==> config.mk <==
export PLATFORM = sky130hd
export DESIGN_NAME = rr_arbiter8
export DESIGN_NICKNAME = d
export VERILOG_FILES = /design/src/rtl/rr_arbiter8_pkg.sv /design/src/rtl/rr_arbiter8_rr_pick.sv /design/src/rtl/rr_arbiter8.sv
export SDC_FILE = /design/constraint.sdc
export NUM_CORES = 1
export LEC_CHECK = 0
export ABC_CLOCK_PERIOD_IN_PS = 9580
export BUFFER_PORTS_ARGS = -buffer_cell sky130_fd_sc_hd__buf_2
export CAP_MARGIN = 30
export CORE_MARGIN = 3
export CORE_UTILIZATION = 45
export DETAILED_ROUTE_END_ITERATION = 8
export PLACE_DENSITY_LB_ADDON = 0.1
export SLEW_MARGIN = 40
export SYNTH_ARGS = -nofsm -noshare
export SYNTH_HDL_FRONTEND = slang
export SYNTH_SLANG_ARGS = --single-unit
==> constraint.sdc <==
create_clock -name clk -period 9.58 [get_ports clk]
set_input_delay 2.395 -clock clk [delete_from_list [all_inputs] [get_ports clk]]
set_output_delay 2.395 -clock clk [all_outputs]
set_load 0.005 [all_outputs]
==> src/rtl/rr_arbiter8_pkg.sv <==
// Shared definitions for the 8-way round-robin arbiter: sizes, FSM states
// and the pointer-advance helper.
package rr_arbiter8_pkg;

  localparam int ARB_N        = 8;    // requesters; fixed to match the 8-to-3 encoder
  localparam int ARB_PTR_W    = 3;    // clog2(ARB_N)
  localparam int ARB_HOLD_MAX = 255;  // default hold limit; 0 disables the timeout
  localparam int ARB_CNT_W    = 8;    // hold counter width, must hold ARB_HOLD_MAX

  typedef enum logic {
    ST_IDLE  = 1'b0,
    ST_GRANT = 1'b1
  } arb_state_e;

  // Priority moves to the requester just after the released owner; 7 wraps to 0
  // because the pointer is exactly ARB_PTR_W bits wide.
  function automatic logic [ARB_PTR_W-1:0] ptr_after(input logic [ARB_PTR_W-1:0] owner);
    return owner + ARB_PTR_W'(1);
  endfunction

endpackage

==> src/rtl/rr_arbiter8_rr_pick.sv <==
// Combinational rotating-priority picker: returns the first set request bit
// at or after ptr (wrapping), as a one-hot vector and as an index.
module rr_pick
  import rr_arbiter8_pkg::*;
(
  input  logic [ARB_N-1:0]     req,
  input  logic [ARB_PTR_W-1:0] ptr,
  output logic [ARB_N-1:0]     pick,
  output logic [ARB_PTR_W-1:0] idx
);

  logic [2*ARB_N-1:0]   dbl_req_s;   // req concatenated with itself
  logic [ARB_N-1:0]     win_s;       // req rotated so that ptr sits at bit 0
  logic [ARB_N-1:0]     sel_s;       // lowest set bit of win_s
  logic [2*ARB_N-1:0]   dbl_sel_s;   // sel_s doubled for the rotate-back
  logic [ARB_PTR_W-1:0] idx_rel_s;   // winner position relative to ptr

  assign dbl_req_s = {req, req};
  assign win_s     = ARB_N'(dbl_req_s >> ptr);
  assign sel_s     = win_s & (~win_s + ARB_N'(1));
  assign dbl_sel_s = {sel_s, sel_s};
  assign pick      = ARB_N'((dbl_sel_s << ptr) >> ARB_N);
  assign idx       = ptr + idx_rel_s;

  // Encode the one-hot rotated winner into its relative index.
  always_comb begin
    idx_rel_s = {ARB_PTR_W{1'b0}};
    for (int i = 0; i < ARB_N; i++) begin
      if (sel_s[i]) begin
        idx_rel_s = ARB_PTR_W'(i);
      end else begin
        idx_rel_s = idx_rel_s;
      end
    end
  end

endmodule

==> src/rtl/rr_arbiter8.sv <==
// Registered round-robin arbiter for 8 requesters. A one-hot grant is held
// until done or until the hold timer expires, with an idle cycle between grants.
module rr_arbiter8
  import rr_arbiter8_pkg::*;
#(
  parameter int HOLD_MAX = ARB_HOLD_MAX,
  parameter int CNT_W    = ARB_CNT_W
) (
  input  logic             clk,
  input  logic             reset,
  input  logic [ARB_N-1:0] req,
  input  logic             done,
  output logic [ARB_N-1:0] grant,
  output logic             grant_valid,
  output logic             timeout
);

  localparam logic             HOLD_EN   = (HOLD_MAX != 0);
  localparam logic [CNT_W-1:0] HOLD_LAST = CNT_W'((HOLD_MAX == 0) ? 0 : HOLD_MAX - 1);
  localparam logic [CNT_W-1:0] CNT_SAT   = {CNT_W{1'b1}};

  arb_state_e           state_r, state_n_s;
  logic [ARB_PTR_W-1:0] ptr_r, ptr_n_s;
  logic [ARB_PTR_W-1:0] owner_r, owner_n_s;
  logic [CNT_W-1:0]     cnt_r, cnt_n_s;
  logic [ARB_N-1:0]     grant_n_s;
  logic                 timeout_n_s;
  logic [ARB_N-1:0]     pick_s;
  logic [ARB_PTR_W-1:0] pick_idx_s;

  rr_pick u_pick (
    .req  (req),
    .ptr  (ptr_r),
    .pick (pick_s),
    .idx  (pick_idx_s)
  );

  // Next-state logic: arbitrate in IDLE, hold and watch done/timer in GRANT.
  always_comb begin
    state_n_s   = state_r;
    ptr_n_s     = ptr_r;
    owner_n_s   = owner_r;
    cnt_n_s     = cnt_r;
    grant_n_s   = grant;
    timeout_n_s = 1'b0;
    case (state_r)
      ST_IDLE: begin
        if (|req) begin
          state_n_s = ST_GRANT;
          grant_n_s = pick_s;
          owner_n_s = pick_idx_s;
          cnt_n_s   = {CNT_W{1'b0}};
        end else begin
          grant_n_s = {ARB_N{1'b0}};
        end
      end
      ST_GRANT: begin
        if (done) begin
          state_n_s = ST_IDLE;
          grant_n_s = {ARB_N{1'b0}};
          ptr_n_s   = ptr_after(owner_r);
        end else if (HOLD_EN && (cnt_r == HOLD_LAST)) begin
          state_n_s   = ST_IDLE;
          grant_n_s   = {ARB_N{1'b0}};
          ptr_n_s     = ptr_after(owner_r);
          timeout_n_s = 1'b1;
        end else if (cnt_r != CNT_SAT) begin
          cnt_n_s = cnt_r + CNT_W'(1);
        end else begin
          cnt_n_s = cnt_r;
        end
      end
      default: begin
        state_n_s = ST_IDLE;
        grant_n_s = {ARB_N{1'b0}};
      end
    endcase
  end

  // State, pointer, hold counter and registered outputs with synchronous reset.
  always_ff @(posedge clk) begin
    if (reset) begin
      state_r     <= ST_IDLE;
      ptr_r       <= {ARB_PTR_W{1'b0}};
      owner_r     <= {ARB_PTR_W{1'b0}};
      cnt_r       <= {CNT_W{1'b0}};
      grant       <= {ARB_N{1'b0}};
      grant_valid <= 1'b0;
      timeout     <= 1'b0;
    end else begin
      state_r     <= state_n_s;
      ptr_r       <= ptr_n_s;
      owner_r     <= owner_n_s;
      cnt_r       <= cnt_n_s;
      grant       <= grant_n_s;
      grant_valid <= |grant_n_s;
      timeout     <= timeout_n_s;
    end
  end

endmodule

After elaboration in Yosys (flattened, before gate mapping)
Cells that the tools add are included.
{ "op_classes": {"add_sub_neg": 4, "mux": 23, "multipliers": 0, "n_div": 0, "bitwise": 3, "magnitude_cmp": 0, "reduce_logical": 7, "shift": 2, "eq_ne": 6} }
{ "op_table": {"columns": ["operator", "count"], "rows": [
  ["$mux W8", 7],
  ["$pmux W8 S2", 2],
  ["$mux W3", 8],
  ["$add A8 B1 Y8 const B", 2],
  ["$reduce_or A8 Y1", 2],
  ["$shl A16 B3 Y16", 1],
  ["$shr A16 B3 Y8", 1],
  ["$and A8 B8 Y8", 1],
  ["$eq A8 B8 Y1 const B", 1],
  ["$ne A8 B8 Y1 const B", 1],
  ["$not A8 Y8", 1],
  ["$ne A2 B2 Y1 const B", 3],
  ["$mux W1", 5],
  ["$reduce_and A2 Y1", 2],
  ["$reduce_and A4 Y1", 1],
  ["$add A3 B1 Y3 const B", 1],
  ["$add A3 B3 Y3", 1],
  ["$reduce_or A3 Y1", 1],
  ["$ne A2 B1 Y1 const B", 1],
  ["$pmux W1 S2", 1],
  ["$reduce_bool A2 Y1", 1],
  ["$not A1 Y1", 1]
]} }
{ "word_totals": {"memories": 0, "reg_bits": 25, "mem_bits_rw": 0, "rom_bits": 0, "out_inout_bits": 10, "inputBits": 11, "latch_bits": 0} }

Depth between registers and ports, before layout
{ "depth": {"word_depth": 12, "ltp_mapped": 15} }

Cells and area by module
Synthesis repeated with hierarchy kept, for this count alone.
{ "hier_totals": {"hier_cells": 263, "hier_area_um2": 2210.9} }
{ "modules_own_cells": {"columns": ["mod", "n_inst", "area_each_um2", "cells_each"], "rows": [
  ["rr_arbiter8", 1, 1114.8, 117],
  ["rr_pick", 1, 1096.1, 146]
]} }

Worst setup path after synthesis
Ideal clock, no wire load.
{ "synth_timing": {"path_type": "in2reg", "start": "in req[6]", "end": "reg owner_r[2]", "required_time_ns": 9.489, "arrival_ns": 4.707, "path_slack_ns": 4.782, "path_stages": 12, "setup_ns": 0.091, "n_path_buf": 0, "path_cell_list": "mux2_2 > mux2_4 > o32a_4 > nor2_1 > o21ai_0 > o21ai_0 > ha_1 > inv_1 > fa_1 > xor2_1 > a21o_1 > a311oi_1"} }
{ "synth_between": {"elab_chain_len": 12, "elab_cells_between_ends": 14} }
{ "synth_lines": {"columns": ["item", "line_no", "source"], "rows": [
  ["from (decl)", "rr_arbiter8.sv:11", "input logic [ARB_N-1:0] req,"],
  ["$shr A16 B3 Y8", "rr_arbiter8_rr_pick.sv:19", "assign win_s = ARB_N'(dbl_req_s >> ptr);"],
  ["$not A8 Y8", "rr_arbiter8_rr_pick.sv:20", "assign sel_s = win_s & (~win_s + ARB_N'(1));"],
  ["$add A8 B1 Y8", "rr_arbiter8_rr_pick.sv:20", null],
  ["$and A8 B8 Y8", "rr_arbiter8_rr_pick.sv:20", null],
  ["$mux W1", "rr_arbiter8_rr_pick.sv:29", "if (sel_s[i]) begin"],
  ["$mux W3 (6 in a row)", "rr_arbiter8_rr_pick.sv:29", null],
  ["$add A3 B3 Y3", "rr_arbiter8_rr_pick.sv:23", "assign idx = ptr + idx_rel_s;"],
  ["to (signal assigned)", "rr_arbiter8.sv:85", "owner_r <= {ARB_PTR_W{1'b0}};"],
  ["to (signal assigned)", "rr_arbiter8.sv:93", "owner_r <= owner_n_s;"],
  ["to (decl)", "rr_arbiter8.sv:24", "logic [ARB_PTR_W-1:0] owner_r, owner_n_s;"]
]} }
Several ways; a longest one is shown, not always the timed one.
A chain may end at the register's enable or synchronous reset.

Worst setup path after layout
Ends and elaborated chain as after synthesis.

==> flow_summary.json <==
{
  "leakage_nw": 0.7874,
  "swShare_pct": 32.76,
  "routed.top_layer": "met4",
  "worstSetupPathType": "input port to register",
  "die_area_sq_um": 5288,
  "critPathRequiredTime_ps": 9760,
  "tritoncts": "done",
  "antenna_found_initial": 0,
  "power_density_nw_per_um2": 119.9,
  "final_nets": 268,
  "grt_pass1_wl_mm": 7.652,
  "synthCells": 236,
  "ys.flop_type": "dfxtp_1",
  "place.gp.congestion": 0.8604,
  "setup-violations-final": 0,
  "fin_cells": 301,
  "dp.cells": 297,
  "dieHeight_um": 72.72,
  "drv_cap": 0,
  "io_buffer_count": 20,
  "gr-total-overflow": 0,
  "viasPerCell": 5.937,
  "post-route-period-util_pct": 51.02,
  "grt_max_degree": 30,
  "slew-limit-headroom_pct": 48.00,
  "power.clock.fraction_pct": 23.5,
  "drv_slew": 0,
  "fillers": 425,
  "synth-seq-cells": 25,
  "cp_max_fo": 9,
  "clock-sinks": 25,
  "rsz0062_at_grt": "no",
  "syn_nets": 252,
  "cts_made_buffers": 3,
  "met2_wirelength_mm": 2.047,
  "internal_power_mw": 0.1760,
  "synthArstFlopShare_pct": 0,
  "critPathCaptureType": "register",
  "core_sq_um": 4144,
  "tightest_slew_ps": 780.0,
  "ctsRootBufferMaster": "clkbuf_8",
  "place_ws_ps": 4424,
  "die_w_um": 72.72,
  "ir_drop_uv": 79.65,
  "finalPower_mw": 0.2618,
  "clk-insertion-delay-late_ps": 270,
  "whs_ps": 472.7,
  "cts_max_level": 1,
  "p_seq_share_pct": 43.0,
  "p_sw_mw": 0.08575,
  "clkSlewWorstSetupHoldPaths_ps": 90,
  "layout-drive-gt1-share_pct": 19.92,
  "startpoint_type": "input port",
  "pin_count": 21,
  "p_comb_share_pct": 33.5,
  "dr.pass1.iters": 4,
  "place_area_sq_um": 2137,
  "yosysUniqueCellTypes": 51,
  "hold_class": "register to register",
  "area_delta_synth_final_pct": 8.994,
  "synth_edf_count": 0,
  "cts_hold_buf": 0,
  "ant_nets": 0,
  "wirelength_mm": 4.503,
  "dr_total_vias": 1787,
  "layout_setup_ws_ps": 4693,
  "grtUsageTotal_pct": 17.96,
  "status": "finished, final reports clean",
  "avgRoutedWirePerCell_um": 14.96,
  "drc": 0,
  "cts_resized": 0,
  "fmax_ghz": 0.2046,
  "drtIter0Drc": 76,
  "yosysSeqAreaShare_pct": 24.98,
  "hold_viol_final": 0,
  "min_period_ps": 4887,
  "skew_ps": 7.130,
  "yosys_warnings": 0,
  "antenna_cells": 0,
  "postCtsSetupRepairBufs": 0,
  "met3RoutedLength_um": 159,
  "start_util_pct": 48.34,
  "setup_tns_ps": 0,
  "grt_pass1_vias": 1613,
  "avgSynthCellArea_sq_um": 8.488,
  "met1_length_mm": 2.273,
  "fp-row-count": 23,
  "dp_hpwl_mm": 3.404,
  "fin_util_pct": 52.69,
  "critPathArrivalTime_ps": 5070,
  "syn-cell-area_sq_um": 2003,
  "fin_area_sq_um": 2183,
  "clockBufferDepth": 2
}
-- state kept, by name, summed over array words and instances, names as in the netlist --
register     flops
grant_valid      1
grant            8
cnt_r            8
ptr_r            3
state_r          1
owner_r          3
timeout          1
-- metal layers --
layer / track usage [%] / vias up
met4: 3.074 / 0
met5: 0 / -
met2: 28.36 / 26
met3: 2.893 / 4
li1: - / 907
met1: 26.08 / 850
-- area by class of cell --
class / count / area, sq um / share of cell area, %
Multi-Input combinational cell: 189 / 1410 / 64.58
Sequential cell: 25 / 500.5 / 22.92
Timing Repair Buffer: 24 / 130.1 / 5.960
Tap cell: 50 / 62.56 / 2.865
Clock buffer: 3 / 41.29 / 1.891
Inverter: 9 / 33.78 / 1.547
Clock inverter: 1 / 5.005 / 0.2292
-- power by group through the flow --
stage | Sequential, mW | Combinational [mW] | Clock, mW
after detailed placement | 0.115 | 0.0871 | 0
after floorplan | 0.115 | 0.0664 | 0
final | 0.112 | 0.0878 | 0.0615
after global placement | 0.115 | 0.0874 | 0
after global routing | 0.113 | 0.0982 | 0.0680
after CTS | 0.113 | 0.0878 | 0.0649
-- Yosys cell counts, drive strengths merged (2+ instances only) --
| cell type | instances | area share (%) |
|---|---|---|
| o31ai | 2 | 0.75 |
| o21a | 2 | 0.75 |
| o31a | 2 | 0.87 |
| nor3 | 5 | 1.2 |
| a21oi | 9 | 2.2 |
| a32oi | 2 | 0.87 |
| a31oi | 4 | 1.2 |
| mux2 | 13 | 7.7 |
| a21o | 3 | 1.1 |
| a22oi | 4 | 1.5 |
| clkbuf | 7 | 1.3 |
| nand2 | 15 | 2.8 |
| o211ai | 2 | 0.75 |
| mux2i | 19 | 9.5 |
| a21boi | 2 | 0.75 |
| nor2 | 36 | 6.7 |
| xnor2 | 3 | 1.3 |
| ha | 4 | 2.5 |
| a311oi | 2 | 0.87 |
| nor4 | 6 | 1.9 |
| dfxtp | 25 | 25 |
| inv | 8 | 1.5 |
| nand3 | 3 | 0.75 |
| nand2b | 5 | 1.6 |
| nand4 | 3 | 0.94 |
| nand3b | 2 | 0.75 |
| mux4 | 6 | 6.7 |
| and2 | 3 | 0.94 |
| a211oi | 4 | 1.5 |
| xor2 | 5 | 2.2 |
| buf | 6 | 1.6 |
| o21ai | 10 | 2.5 |
-- worst max-delay path, cell delays in order --
cell      delay [ps]
buf_2            130
mux2_4           300
mux2_4           270
o32a_4           350
nor2_1           230
o21ai_0          130
o21ai_0           90
ha_1             160
inv_1             50
fa_1             360
xor2_1           160
a21o_1           170
a311oi_1         260
-- cells in the final DEF, fill, tap and decap left out, types with 3 or more instances in the layout --
| cell type | count |
|---|---|
| mux2_2 | 11 |
| a21oi_1 | 9 |
| xor2_1 | 5 |
| buf_2 | 20 |
| inv_1 | 8 |
| nor2_1 | 36 |
| ha_1 | 4 |
| mux4_2 | 6 |
| mux2i_1 | 19 |
| nand2_1 | 15 |
| nand3_1 | 3 |
| nor3_1 | 5 |
| o21ai_0 | 9 |
| dfxtp_1 | 25 |
| a31oi_1 | 4 |
| a22oi_1 | 4 |
| xnor2_1 | 3 |
| nand4_1 | 3 |
| nor4_1 | 6 |
| nand2b_1 | 5 |
| clkbuf_8 | 3 |
| a211oi_1 | 4 |
| buf_4 | 4 |
| a21o_1 | 3 |
-- kinds of logic (layout without fill, tap and decap cells) --
family / Yosys count / in the layout / share of synthesized area, %
xor+xnor: 8 / 8 / 3.498
flops: 25 / 25 / 24.98
mux: 38 / 38 / 23.92
compound gates: 54 / 54 / 19.55
fa+ha+maj: 5 / 5 / 3.498
buf+inv: 22 / 37 / 4.622
simple gates: 84 / 84 / 19.93
-- final timing paths --
kind | startpoint | endpoint | slack [ps] | cells after the start
worst max-delay path | req[6] | owner_r[2]$_SDFFE_PP0P_ | 4690 | 13
worst min-delay path | grant[1]$_SDFF_PP0_ | grant[1]$_SDFF_PP0_ | 470 | 2
worst max register to register | ptr_r[1]$_SDFFE_PP0P_ | owner_r[2]$_SDFFE_PP0P_ | 6190 | 13
worst min register to register | grant[1]$_SDFF_PP0_ | grant[1]$_SDFF_PP0_ | 470 | 2
(Power assumes the default switching activity.)
